**src/rtl/ifid_buffer_pkg.sv**
```systemverilog
// Shared pipeline definitions for the IF/ID and ID/EX boundary registers:
// widths, the bubble encoding and the per-stage instruction record.
package ifid_buffer_pkg;

  localparam int INS_W = 32;
  localparam int PC_W  = 32;
  localparam logic [INS_W-1:0] NOP = 32'h0000_0000;  // sll $0,$0,0

  typedef struct packed {
    logic [INS_W-1:0] ins;
    logic [PC_W-1:0]  npc;
    logic             valid;
  } pipe_ins_t;

  function automatic pipe_ins_t mk_entry(input logic [INS_W-1:0] ins,
                                         input logic [PC_W-1:0]  npc,
                                         input logic             valid);
    pipe_ins_t e;
    e.ins   = ins;
    e.npc   = npc;
    e.valid = valid;
    return e;
  endfunction

endpackage

```
**src/rtl/ifid_buffer.sv**
```systemverilog
// IF/ID boundary register with a one-entry skid buffer. Parks the in-flight
// fetch while decode is held, back-pressures fetch, and flushes to a bubble.
module ifid_buffer #(
  parameter int                 INS_W = ifid_buffer_pkg::INS_W,
  parameter int                 PC_W  = ifid_buffer_pkg::PC_W,
  parameter logic [INS_W-1:0]   NOP   = ifid_buffer_pkg::NOP
) (
  input  logic             clk,
  input  logic             reset,
  input  logic [INS_W-1:0] insIF,
  input  logic [PC_W-1:0]  nPCIF,
  input  logic             validIF,
  input  logic             hold,
  input  logic             flush,
  output logic [INS_W-1:0] insID,
  output logic [PC_W-1:0]  nPCID,
  output logic             validID,
  output logic             stallIF,
  output logic             overflow
);
  import ifid_buffer_pkg::*;

  pipe_ins_t r_id;
  pipe_ins_t r_skid;
  logic      r_overflow;

  pipe_ins_t w_id_nxt;
  pipe_ins_t w_skid_nxt;
  pipe_ins_t w_incoming;
  pipe_ins_t w_bubble;
  logic      w_overflow_nxt;

  assign w_incoming = mk_entry(insIF, nPCIF, 1'b1);
  assign w_bubble   = mk_entry(NOP, {PC_W{1'b0}}, 1'b0);

  // Next-state selection: flush beats hold beats advance.
  always_comb begin
    w_id_nxt       = r_id;
    w_skid_nxt     = r_skid;
    w_overflow_nxt = r_overflow;
    if (flush) begin
      w_id_nxt         = w_bubble;
      w_skid_nxt.valid = 1'b0;
    end else if (hold) begin
      if (!r_skid.valid) begin
        if (validIF) begin
          w_skid_nxt = w_incoming;
        end else begin
          w_skid_nxt = r_skid;
        end
      end else begin
        // Fetch ignored stallIF: the new instruction has nowhere to go.
        if (validIF) begin
          w_overflow_nxt = 1'b1;
        end else begin
          w_overflow_nxt = r_overflow;
        end
      end
    end else begin
      if (r_skid.valid) begin
        w_id_nxt = r_skid;
        if (validIF) begin
          w_skid_nxt = w_incoming;
        end else begin
          w_skid_nxt.valid = 1'b0;
        end
      end else begin
        if (validIF) begin
          w_id_nxt = w_incoming;
        end else begin
          w_id_nxt = w_bubble;
        end
      end
    end
  end

  // State registers; reset discards both entries and the error flag.
  always_ff @(posedge clk or negedge reset) begin
    if (!reset) begin
      r_id       <= w_bubble;
      r_skid     <= mk_entry({INS_W{1'b0}}, {PC_W{1'b0}}, 1'b0);
      r_overflow <= 1'b0;
    end else begin
      r_id       <= w_id_nxt;
      r_skid     <= w_skid_nxt;
      r_overflow <= w_overflow_nxt;
    end
  end

  assign insID    = r_id.ins;
  assign nPCID    = r_id.npc;
  assign validID  = r_id.valid;
  assign stallIF  = r_skid.valid;
  assign overflow = r_overflow;

endmodule

```
**config.mk**
```make
export PLATFORM = sky130hd
export DESIGN_NAME = ifid_buffer
export DESIGN_NICKNAME = d
export VERILOG_FILES = /design/src/rtl/ifid_buffer_pkg.sv /design/src/rtl/ifid_buffer.sv
export SDC_FILE = /design/constraint.sdc
export NUM_CORES = 1
export LEC_CHECK = 0
export CORE_ASPECT_RATIO = 0.7
export CORE_UTILIZATION = 51
export CTS_BUF_LIST = sky130_fd_sc_hd__clkbuf_4 sky130_fd_sc_hd__clkbuf_8 sky130_fd_sc_hd__clkbuf_16
export CTS_CLUSTER_DIAMETER = 60
export DETAILED_ROUTE_END_ITERATION = 16
export GPL_TIMING_DRIVEN = 0
export MAX_ROUTING_LAYER = met4
export PLACE_DENSITY = 0.83
export SLEW_MARGIN = 30
export SYNTH_ARGS = -nofsm -noshare
export SYNTH_HDL_FRONTEND = slang
export SYNTH_SLANG_ARGS = --single-unit
```
**constraint.sdc**
```tcl
create_clock -name clk -period 1.8 [get_ports clk]
set_input_delay 0.18 -clock clk [delete_from_list [all_inputs] [get_ports clk]]
set_output_delay 0.18 -clock clk [all_outputs]
set_load 0.05 [all_outputs]
```
# After elaboration in Yosys (flattened, before gate mapping)
# Index checks and enable logic that the tools add are counted.
# totals
reg_bits	131
in_bits	69
out_inout_bits	67
wordCells	26
# classes
n_eq_ne	2
n_mux	11
bitwise	1
n_reduce_logical	5
# op_table
operator	count
two-way mux 65 bit	8
two-way mux 64 bit	1
nonzero test 2 bit	3
AND reduction 5 bit	1
AND reduction 4 bit	1
two-way mux 1 bit	2
!= test 2 x 1 -> 1 bit, second input constant	1
!= test 2 bit, second input constant	1
inverter 1 bit	1

# Logic depth before layout (Yosys ltp)
# logic_depth
ltp_word	4
ltp_mapped	6
ltp_nobuf	3

# Least setup slack after synthesis
# OpenSTA, ideal clock, no wires.
# synth_path
path_type	register -> register
startpoint	register r_skid (netlist bit stallIF)
endpoint	register r_skid[10] (netlist name)
setup_time_ns	0.123
arrival_ns	1.560
required_ns	1.677
path_slack_ns	0.117
stages_incl_launch_ff	7
n_path_buf	3
synth_period_minus_slack_ns	1.683
cell_sequence	dfrtp_1 buf_4 or2_2 buf_4 clkbuf_1 nand2_1 mux2i_1
# synth_between
elab_chain_len	2
elab_cells_between_ends	4
classes_between	eq/ne: 1; reduce/logical: 3
# synth_rtl
item	line_no	text
start: declaration	ifid_buffer.sv:24	pipe_ins_t r_skid;
start signal: assignment	ifid_buffer.sv:81	r_skid <= mk_entry({INS_W{1'b0}}, {PC_W{1'b0}}, 1'b0);
start signal: assignment	ifid_buffer.sv:85	r_skid <= w_skid_nxt;
!= test 2 bit (no line) or nonzero test 2 bit (tied branches)	n/a	
AND reduction 5 bit (no line) *	n/a	
# Every way passes the cells marked *; elsewhere a longest branch is shown, timed or not.
# A chain may end at the register's enable or synchronous reset.

# Worst setup path in the final report
# layout_path
startpoint	register r_id (netlist bit insID[5])
endpoint	output port insID[5]
# layout_lines
item	line_no	text
start: declaration	ifid_buffer.sv:23	pipe_ins_t r_id;
start signal: assignment	ifid_buffer.sv:80	r_id <= w_bubble;
start signal: assignment	ifid_buffer.sv:84	r_id <= w_id_nxt;
end: declaration	ifid_buffer.sv:15	output logic [INS_W-1:0] insID,
# No word-level cell between the ends.

==> metrics.csv <==
stage;metric;value;unit
outcome;status;finished, final reports clean;
drt;remaining antenna violation count;0;
timing;Setup-failing EPs final;0;
power;power density over the cells;1090;nW/um^2
setup_path;CP arrival;1.60;ns
timing;TNS Setup;0;ns
setup_path;startpoint types;flop;
timing;Final Hold Fails;0;
yosys;FF+latch count, synth;131;
floorplan;core area;11300;um^2
grt;first-pass GRT wire length;24800;um
setup_path;crit end category;primary output;
yosys;sequential share of the synthesized area;0.541;
final_layout;final instance area;8250;um^2
grt;initial antenna violation count;0;
final_layout;fin util;0.731;
yosys;syn_nets;643;
timing;Max Clk Rate;562;MHz
floorplan;Initial Util;0.537;
power;switching pwr;2.53;mW
clock_network;number of CTS-inserted buffers;17;
drt;first-pass detailed-route iteration total;5;
setup_path;Worst path slowest cell;clkdlybuf4s50_1;
drt;WL final;15200;um
placed_design;Placed Area;7630;um^2
timing;max-slew violation count;0;
placed_design;dpl ws;-0.0372;ns
setup_path;Worst EP required;1.62;ns
timing;RSZ-0062 raised after global routing;no;
yosys;Mapped Cells;574;
final_layout;layout cells sized above 1;0.0785;
yosys;unique cell type count in the Yosys netlist;21;
timing;min cycle time layout;1.78;ns
placed_design;post-DP HPWL;10400;um
final_layout;multi-input logic area;2220;um^2
clock_network;htree depth;4;
grt;Overflow after GRT;0;
timing;final setup margin;0.0215;ns
setup_path;CP Cell Sequence;clkdlybuf4s50_1;
setup_path;reg2reg end;insID[19]$_DFFE_PN0P_;
power;Logic pwr share;0.195;
grt;pin count of the biggest net entering global routing;93;
placed_design;# port buffers;134;
final_layout;Sequential Area;3280;um^2
setup_path;CP Buf/Inv Count;1;
power;sequential share of power;0.409;
power;Sw Share;0.282;
setup_path;slowest stage delay, CP;0.84;ns
clock_network;clock-pin slew on the worst setup and hold paths;0.06;ns
floorplan;row count;32;
timing;clock skew;0.00691;ns
setup_path;RR Startpoint;stallIF$_DFF_PN0_;
final_layout;Final nets;798;
power;Max VDD drop;0.707;mV
grt;vias in the first global route;4940;
timing;max-slew headroom at the worst pin;0.627;
grt;GRT Total Usage;0.269;
drt;DR WL/cell;17.1;um
clock_network;CTS Sinks;131;
clock_network;Skew-Pair Late Insertion Delay;0.41;ns
clock_network;CTS tree;yes;
setup_path;Reg2Reg Setup Slack;0.12;ns
yosys;post-synthesis area per instance;10.6;um^2
drt;Vias/cell;5.45;
drt;DRT iter0 DRCs;229;
timing;Final Cycle Share;0.988;
final_layout;antenna cells;0;
floorplan;IO Pins;136;
setup_path;critical-path maximum fanout;2;
floorplan;full die area;12300;um^2
placed_design;GPL Wtd Cong;0.831;
yosys;Cell Area, Synth;6060;um^2
clock_network;clock tree buffer depth;2;
job;max cap viols;0;
floorplan;die width;132;um
hold_path;HP Class;in2async;
timing;Least-Margin Pin Slew;0.558;ns
power;leak pwr;3.72;nW
setup_path;R2R cell count;5;
setup_path;CP Class;reg2out;
clock_network;clock root buffer;clkbuf_16;
yosys;Synth Warn #;0;
final_layout;Layout area overhead;36.1;%
power;Clock power frac;0.396;
power;internal power;6.47;mW
setup_path;CP top delay family;buffers and inverters;
drt;Remaining DRCs;0;
floorplan;die boundary height;93.2;um
final_layout;fillcell total;776;
drt;vias;4860;
## metrics by stage
step | total power, mW | cells | hold slack (ns)
2_1_floorplan | 4.75 | 574 | -0.116
3_3_place_gp | 5.35 | 861 | 0.452
3_5_place_dp | 5.46 | 862 | 0.0788
4_1_cts | 9.03 | 892 | 0.232
5_1_grt | 9.34 | 892 | 0.269
6_report | 9.00 | 892 | 0.244
## how the worst max path moves through the flow
| stage | from | to | slack [ns] | cells past startpoint |
|---|---|---|---|---|
| 4_1_cts | insID[5]$_DFFE_PN0P_ | insID[5] | 0.006 | 1 |
| 5_1_grt | nPCID[29]$_DFFE_PN0P_ | nPCID[29] | 0.0007 | 1 |
| 2_1_floorplan | stallIF$_DFF_PN0_ | r_skid[10]$_DFFE_PN0P_ | 0.12 | 6 |
| 6_report | insID[5]$_DFFE_PN0P_ | insID[5] | 0.02 | 1 |
| 3_5_place_dp | validIF | r_skid[42]$_DFFE_PN0P_ | -0.04 | 6 |
| 3_3_place_gp | reset | insID[16]$_DFFE_PN0P_ | -4.37 | 1 |
## sequential cells by signal, indices dropped and copies added, names as in the netlist
register and flops:
overflow 1, nPCID 32, insID 32, validID 1
stallIF 1, r_skid 64
## power by group through the flow
stage               sequential [mW]  combinational, mW  clock (mW)
floorplan                      4.00              0.748           0
global placement               3.67               1.67           0
detailed placement             3.71               1.75           0
CTS                            3.67               1.77        3.59
global route                   3.72               1.91        3.71
finish                         3.68               1.76        3.56
## cells in the mapped netlist
cell	count	area, um^2
o21ai_1	1	5.00
buf_4	5	37.5
clkbuf_2	1	5.00
nor2_1	1	3.75
nand2_1	93	349
and3_4	1	11.3
inv_1	65	244
or2_2	1	6.26
a41o_1	1	10.0
mux2i_1	89	891
a21oi_1	1	5.00
a221oi_1	39	342
buf_2	10	50.1
xor2_2	1	16.3
nor3_1	39	195
buf_12	7	140
dfrtp_1	131	3280
buf_6	1	11.3
clkbuf_1	21	78.8
nor2b_1	41	257
o21ai_0	25	125
## metal layers
metal	vias up	routed length [um]	track usage
met5	-	0	-
met4	0	254	0.102
met3	23	811	0.0434
met2	176	7210	0.425
met1	2428	6960	0.355
li1	2233	-	-
## logic make-up (layout without fill, tap and decap cells)
logic type | Yosys count | count (layout) | synth area share
xor gates and xnor gates | 1 | 1 | 0.00268
buffers and inverters | 110 | 275 | 0.0935
and+or+nand+nor | 176 | 176 | 0.136
muxes | 89 | 89 | 0.147
AOI/OAI and AO/OA | 67 | 67 | 0.0803
DFF | 131 | 131 | 0.541
## layout make-up
type | instances | area share
clock inverter | 5 | 0.0121
sequential | 131 | 0.397
clock buffer | 24 | 0.0610
timing repair buffer | 136 | 0.169
tap | 153 | 0.0232
multi-input combinational | 333 | 0.269
inverter | 65 | 0.0296
buffer | 45 | 0.0391
## placed cells by master (no fill, tap or decap), types with 2 or more instances in the layout
master           instances
clkdlybuf4s50_1        126
clkbuf_4                 3
dfrtp_1                131
nand2_1                 93
buf_12                   7
inv_1                   65
dlygate4sd2_1            2
o21ai_0                 25
clkbuf_16               17
bufinv_16                3
clkbuf_8                 4
clkbuf_1                21
buf_2                   10
nor3_1                  39
mux2i_1                 89
nor2b_1                 41
a221oi_1                39
buf_4                    5
clkinv_2                 2
dlymetal6s2s_1           5
## repair_timing
item	in CTS	in global routing
endpoints found under the hold margin	39	0
resized for setup	2	5
buffers inserted	0	0
hold buffers	1	0
setup endpoints to repair	2	5
Note: power is estimated with default switching activity, not from simulation.
==> edit (same settings) <==
Change the package constant `PC_W` from 32 to 36.
--- a/src/rtl/ifid_buffer_pkg.sv
+++ b/src/rtl/ifid_buffer_pkg.sv
@@ -3,7 +3,7 @@
 package ifid_buffer_pkg;
 
   localparam int INS_W = 32;
-  localparam int PC_W  = 32;
+  localparam int PC_W  = 36;
   localparam logic [INS_W-1:0] NOP = 32'h0000_0000;  // sll $0,$0,0
 
   typedef struct packed {
Ports: changed (resized nPCID and nPCIF); port bits go from 136 to 144. No check against the original RTL was run, so the function may have changed too.
==> edit against the unedited design <==
  * Area after synthesis up 4.4%
  * Critical path type unchanged
  * Worst setup slack improved by 15 ps
  * First-iteration DRC count grew 46%
  * Routed wire length grew 13%
  * Power rose by 7.5%
  * Clock power up 10%
  * Final area grew 5.8%
  * Sequential cell count rose by 8
==> edit: results (changes against the unedited design) <==
| Metric | Value |
|---|---|
| Fmax | 567 MHz (+0.88%) |
| GRT met2 Usage | 0.450 (+0.0258) |
| Routed wire length | 17.2 mm (+13%) |
| Synth Area per Inst | 10.4 µm² (-1.8%) |
| M1 WL | 7.31 mm (+5.1%) |
| Max reg flops | 68 (+6.3%) |
| Yosys warns | 0 (unchanged) |
| WL per Instance | 18.2 µm (+6.4%) |
| GPL Wtd Cong | 0.806 (-3.1%) |
| Via density | 5.56 (+2.1%) |
| Area contributors post-synth | dfrtp_1, mux2i_1, a221oi_1 |
| Syn Nets | 683 (+6.2%) |
| Post-Synth XOR/XNOR Area | 0.00138 (-0.00130) |
| Initial DRC Count | 334 (+46%) |
| P_comb | 0.00186 W (+6%) |
| Largest net degree at the start of global routing | 75 (-19%) |
| Status | finished clean |
| GRT Overall Usage | 0.287 (+0.0179) |
| Hold Slack | 302 ps (+57.5 ps) |
| Leak | 4.22 nW (+13%) |
| Maximum vdd drop | 0.668 mV (-5.4%) |
| Post-synthesis mux area share | 0.147 (+0.000195) |
| Vias in the first global route | 5,473 (+11%) |
| Rel. slew slack | 0.511 (-0.116) |
| Sequential fraction of the synthesis area | 0.550 (+0.00908) |
| Clock Skew | 5.84 ps (-1.08 ps) |
| Cells after DPL | 911 (+5.7%) |
| First-pass GRT wire length | 27.4 mm (+10%) |
| Pre-CTS WS | -242 ps (-204 ps) |
| Top cells by count, synth | dfrtp_1, nand2_1, mux2i_1 |
| Internal power | 0.00687 W (+6.3%) |
| Reg2reg path depth | 7 (+2) |
| Clk pwr | 0.00392 W (+10%) |
| Metal3 WL | 1.12 mm (+38%) |
| Largest Register | r_skid |
| Final HPWL DP | 11.5 mm (+11%) |
| WL met2 | 8.39 mm (+16%) |
| Final Net Count | 847 (+6.1%) |
| Flop-to-flop setup slack | 100 ps (-20 ps) |
| GRT met1 Usage | 0.367 (+0.0119) |
| CP arrival | 1580 ps (-20 ps) |
| Synth cell types | 19 (-9.5%) |
edit: final timing paths:
kind / startpoint / end
max: nPCID[1]$_DFFE_PN0P_ / nPCID[1]
max reg2reg: stallIF$_DFF_PN0_ / r_skid[51]$_DFFE_PN0P_
min: reset / nPCID[11]$_DFFE_PN0P_
min reg2reg: validID$_DFFE_PN0P_ / validID$_DFFE_PN0P_
max in group asynchronous: reset / r_skid[41]$_DFFE_PN0P_
min in group clk: insIF[17] / r_skid[54]$_DFFE_PN0P_
edit: what timing repair did:
item | 4_1_cts | 5_1_grt
hold endpoints to repair | 65 | 0
endpoints found under the setup margin | 2 | 101
gates resized for setup | 2 | 33
hold buffers | 1 | 0
edit: cell type report:
cell class	count	area (µm²)	share of cell area
Inverter	69	259	0.0297
Multi-Input combinational cell	353	2340	0.268
Buffer	49	253	0.0290
Sequential cell	139	3480	0.399
Clock inverter	13	215	0.0247
Timing Repair Buffer	145	1540	0.176
Tap cell	157	196	0.0225
Clock buffer	19	447	0.0512
